$ cat src/rtl/rs_chien_search.sv
// Chien search for RS(255,239): evaluates the latched error-locator at alpha^k, k = 0..254,
// and streams one error position per root. Optional macro CHIEN_EARLY_STOP_EN ends the scan once deg roots are found.
module rs_chien_search (
    input  logic       clk,
    input  logic       reset,
    input  logic       L_ready,
    input  logic [7:0] L1,
    input  logic [7:0] L2,
    input  logic [7:0] L3,
    input  logic [7:0] L4,
    input  logic [7:0] L5,
    input  logic [7:0] L6,
    input  logic [7:0] L7,
    input  logic [7:0] L8,
    output logic       loc_valid,
    output logic [7:0] loc,
    output logic [7:0] lam_odd,
    output logic       done,
    output logic [3:0] root_cnt,
    output logic       fail,
    output logic       busy
);

    typedef enum logic {IDLE, SCAN} state_t;

    // alpha^j for j = 1..8 in the 0x11D field
    localparam logic [7:0] ALPHA_POW [1:8] = '{8'h02, 8'h04, 8'h08, 8'h10,
                                               8'h20, 8'h40, 8'h80, 8'h1D};

    // Multiplication mod 0x11D; with a constant operand this folds into a small XOR network.
    function automatic logic [7:0] gf_mul(input logic [7:0] a, input logic [7:0] b);
        logic [7:0] acc;
        logic [7:0] sh;
        acc = 8'h00;
        sh  = a;
        for (int i = 0; i < 8; i++) begin
            if (b[i]) acc = acc ^ sh;
            sh = {sh[6:0], 1'b0} ^ (sh[7] ? 8'h1D : 8'h00);
        end
        return acc;
    endfunction

    state_t     state, state_next;
    logic [7:0] r    [1:8];
    logic [7:0] l_in [1:8];
    logic [7:0] k;
    logic [3:0] deg, deg_in;
    logic [7:0] sum, odd;
    logic       is_root, last_eval;
    logic [3:0] cnt_next;

    // NOTE: every signal written in always_comb gets a default before any branch, so no latch is inferred.
    always_comb begin
        l_in[1] = L1; l_in[2] = L2; l_in[3] = L3; l_in[4] = L4;
        l_in[5] = L5; l_in[6] = L6; l_in[7] = L7; l_in[8] = L8;
        deg_in = 4'd0;
        for (int j = 1; j <= 8; j++) begin
            if (l_in[j] != 8'd0) deg_in = 4'(j);
        end
    end

    always_comb begin
        sum = 8'h01;
        for (int j = 1; j <= 8; j++) sum = sum ^ r[j];
        odd      = r[1] ^ r[3] ^ r[5] ^ r[7];
        is_root  = (sum == 8'h00);
        cnt_next = root_cnt + {3'b000, (is_root && root_cnt != 4'd8)};
`ifdef CHIEN_EARLY_STOP_EN
        last_eval = (k == 8'd254) || (cnt_next == deg);
`else
        last_eval = (k == 8'd254);
`endif
    end

    always_comb begin
        state_next = state;
        case (state)
            IDLE:    if (L_ready)   state_next = SCAN;
            SCAN:    if (last_eval) state_next = IDLE;
            default:                state_next = IDLE;
        endcase
    end

    // NOTE: sequential state uses non-blocking assignments so every register samples pre-edge values.
    always_ff @(posedge clk or posedge reset) begin
        if (reset) state <= IDLE;
        else       state <= state_next;
    end

    always_ff @(posedge clk or posedge reset) begin
        if (reset) begin
            for (int j = 1; j <= 8; j++) r[j] <= 8'h00;
            k         <= 8'd0;
            deg       <= 4'd0;
            loc_valid <= 1'b0;
            loc       <= 8'd0;
            lam_odd   <= 8'd0;
            done      <= 1'b0;
            root_cnt  <= 4'd0;
            fail      <= 1'b0;
        end else begin
            loc_valid <= 1'b0;
            done      <= 1'b0;
            case (state)
                IDLE: begin
                    if (L_ready) begin
                        for (int j = 1; j <= 8; j++) r[j] <= l_in[j];
                        deg      <= deg_in;
                        k        <= 8'd0;
                        root_cnt <= 4'd0;
                        fail     <= 1'b0;
                    end
                end
                SCAN: begin
                    for (int j = 1; j <= 8; j++) r[j] <= gf_mul(r[j], ALPHA_POW[j]);
                    k        <= k + 8'd1;
                    root_cnt <= cnt_next;
                    if (is_root) begin
                        loc_valid <= 1'b1;
                        loc       <= (k == 8'd0) ? 8'd0 : 8'd255 - k;
                        lam_odd   <= odd;
                    end
                    if (last_eval) begin
                        done <= 1'b1;
                        fail <= (cnt_next != deg);
                    end
                end
                default: ;
            endcase
        end
    end

    assign busy = (state == SCAN);

endmodule

$ cat config.mk
export PLATFORM = sky130hd
export DESIGN_NAME = rs_chien_search
export DESIGN_NICKNAME = d
export VERILOG_FILES = /design/src/rtl/rs_chien_search.sv
export SDC_FILE = /design/constraint.sdc
export NUM_CORES = 1
export LEC_CHECK = 0
export CAP_MARGIN = 40
export CORE_MARGIN = 3
export CORE_UTILIZATION = 51
export CTS_BUF_LIST = sky130_fd_sc_hd__clkbuf_8
export CTS_CLUSTER_DIAMETER = 200
export DETAILED_ROUTE_END_ITERATION = 8
export PLACE_DENSITY_LB_ADDON = 0.15
export SLEW_MARGIN = 10
export SYNTH_ARGS = -nofsm -noshare
export SYNTH_HDL_FRONTEND = slang
export SYNTH_SLANG_ARGS = --single-unit
export TNS_END_PERCENT = 50
$ cat constraint.sdc
create_clock -name clk -period 2.7 [get_ports clk]
set_clock_uncertainty 0.05 [all_clocks]
set_input_delay 0.27 -clock clk [delete_from_list [all_inputs] [get_ports clk]]
set_output_delay 0.27 -clock clk [all_outputs]
set_load 0.005 [all_outputs]
==> results.toml <==
[power]
total_power_mw = 11.2
clkPwrFrac_pct = 10.6
p_int_mw = 6.48
irDropWorstVdd_uv = 794
combPwrFrac_pct = 62.0
power_density_nw_per_um2 = 1460
p_leak_nw = 3.36
power.share.switching_pct = 42.0
seq_power_share_pct = 27.3
p_sw_mw = 4.70

[logic_synthesis]
synthDistinctLibCells = 36
ys_warn_count = 0
netlist_area_sq_um = 6180
synth_edf_count = 0
netlist_instances = 658
synth_top_cell_by_area = "dfrtp_1"
syn-num-nets = 730
synth-main-ff-cell = "dfrtp_1"
yosysSeqAreaShare_pct = 40.5
synth_top_cells_by_count = "xnor2_1 (107), dfrtp_1 (100), nand2_1 (69), o21ai_0 (57), nor2_1 (53)"
async_flop_share_pct = 100
synth.top_cells.by_area = "dfrtp_1 (41%), xnor2_1 (15%), mux2i_1 (7.3%)"
ys_seq_elements = 100
syn_avg_cell_area_sq_um = 9.39
yosysMostFrequentCell = "xnor2_1"
synth.top_cell.area_share_pct = 40.5

[finish]
ff_latch_area_sq_um = 2510
layout.nets = 812
n_antenna_cell = 0
multi_input_area_sq_um = 3490
final_cells = 888
drive_gt1_share_pct = 12.5
final.fill_count = 947
area_delta_synth_final_pct = 24.0
fin_area_sq_um = 7660

[worst_setup_path]
worstPathArrival_ns = 2.78
cp-start-kind = "register"
slowest_delay_ns = 0.44
crit_start = "r[59]"
r2r_cells = 11
r2r_start = "r[59]"
r2r_setup_slack_ns = 0.13
crit_slowest_cell = "dfrtp_2"
r2r-end = "fail"
path_class = "register to register"
setup.worst_path.end_class = "register"
path_cells = "xor2_2 > xnor2_2 > xnor2_1 > nor4_4 > nand3_1 > nor2_1 > ha_1 > ha_1 > xor2_1 > nor3_2 > a31oi_1"
path_max_fanout = 2
cp.required_ns = 2.91
critPathMostFrequentCell = "ha_1"

[routing]
viasPerCell = 5.46
drt_wl_total_mm = 15.4
wl_per_cell_um = 17.3
drcViolationCount = 0
drtPass1Iterations = 4
drtAntennaViolNets = 0
first_iter_violations = 258
num_vias = 4847

[job]
drv_cap = 0

[grt]
globalRouteTotalUtil_pct = 24.0
antenna_found_initial = 0
grt.overflow.total = 0
grt_pass1_vias = 4922
grt_max_degree = 90
grt_pass1_wl_mm = 24.9

[cts]
cts_tree = "done"
cts.clk_slew.worst_paths_ns = 0.10
ctsHoldBuffers = 0
htreeDepth = 3
cts_root_buf = "clkbuf_8"
cts_max_path_buffers = 2
insertion_delay_ns = 0.38
cts_made_buffers = 9
clkSinkCount = 100

[placed_design]
gp_congestion = 0.863
pre_cts_ws_ns = 0.0177
io_buffers = 90
hpwl_mm = 11.6
post_dp_cell_area_sq_um = 7290
place_inst = 868

[timing]
finalSetupViolCount = 0
fmaxAchievable_mhz = 389
worst_slew_pin_slew_ns = 0.632
layout_setup_ws_ns = 0.130
hold_viol = 0
slew_viol_final = 0
fin_crit_sh_pct = 95.2
relSlewSlack_pct = 57.5
rsz0062_at_grt = "yes"
period_needed_ns = 2.57

[floorplanning]
ios = 91
core-area_sq_um = 11600
dieHeight_um = 116
initial_core_util_pct = 53.2
row_count = 39
fp.dieW_um = 116
die_area_sq_um = 13500

[outcome]
outcome = "complete, no violations"

[min_path]
hold_class = "input pin to asynchronous set/reset pin"
-- sequential cells by signal, indices dropped and copies added, names as in the netlist --
| register | count |
|---|---|
| k | 8 |
| loc | 8 |
| busy | 1 |
| r | 64 |
| lam_odd | 8 |
| deg | 4 |
| root_cnt | 4 |
| fail | 1 |
| loc_valid | 1 |
| done | 1 |
-- metrics by stage --
step | hold slack, ns | utilization, % | setup TNS [ns]
2_1_floorplan | 0.372 | - | 0
3_3_place_gp | 0.439 | 62.8 | 0
3_5_place_dp | 0.443 | 62.8 | 0
4_1_cts | 0.249 | 65.0 | 0
5_1_grt | 0.250 | 66.0 | -0.0710
6_report | 0.267 | 66.0 | 0
-- power by group through the flow --
stage	Clock (mW)	Combinational (mW)	Sequential, mW
6_report	1.19	6.93	3.05
5_1_grt	1.28	7.73	3.13
4_1_cts	1.21	6.68	3.01
3_5_place_dp	0	6.63	3.03
3_3_place_gp	0	6.44	2.99
2_1_floorplan	0	5.30	2.64
-- how the worst max path moves through the flow --
stage               endpoint  cells past startpoint
finish                  fail                     11
global route            fail                     11
CTS                     fail                     11
detailed placement      fail                     11
global placement        fail                     11
floorplan               fail                     12
-- cells in the final DEF (no fill, tap or decap), types with 9 or more instances in the layout --
cell type and instances:
nor2_1 53, a21oi_1 24, buf_4 37, clkbuf_8 9, nand2_1 69, nand3_1 10, mux2_4 9, clkdlybuf4s50_1 89
nor4_1 12, xnor2_1 98, xor2_1 36, dfrtp_1 97, mux2i_1 45, nor3_1 11, xnor2_2 9, nor2b_1 10
o21ai_0 57
-- repair_timing --
item                       4_1_cts  5_1_grt
setup endpoints to repair        1        2
resized for setup                1       13
setup buffers                    0        4
pin swaps                        0       11
-- cells by family (layout without fill, tap and decap cells) --
| kind of cell | count (synthesis) | count (layout) | share of synthesized area (%) |
|---|---|---|---|
| xor gates and xnor gates | 145 | 145 | 20.6 |
| adders and majority gates | 5 | 5 | 1.01 |
| muxes | 62 | 62 | 10.9 |
| and+or+nand+nor | 186 | 186 | 14.2 |
| AOI/OAI and AO/OA | 97 | 97 | 8.39 |
| buffers and inverters | 63 | 150 | 4.42 |
| DFF | 100 | 100 | 40.5 |
-- final cells by class --
cell class	count	area share [%]
Sequential cell	100	32.8
Clock buffer	9	1.62
Timing Repair Buffer	129	15.8
Clock inverter	7	1.60
Multi-Input combinational cell	495	45.6
Tap cell	143	2.34
Inverter	5	0.294
-- worst max-delay path: cells and delay by family (launching register included) --
kind	cells	cell delay (ns)
simple gates	4	0.75
xor+xnor	4	0.71
flops	1	0.44
compound gates	1	0.09
fa+ha+maj	2	0.42
-- routing by layer --
metal	up-vias	part of all wire, %	wire length (um)	global-route usage [%]
li1	2353	-	-	-
met1	2350	44	6800	31.1
met2	121	50	7720	41.1
met3	23	3.8	580	3.81
met4	0	1.9	290	7.73
met5	-	0	0	0
Note: power is estimated with default switching activity, not from simulation.
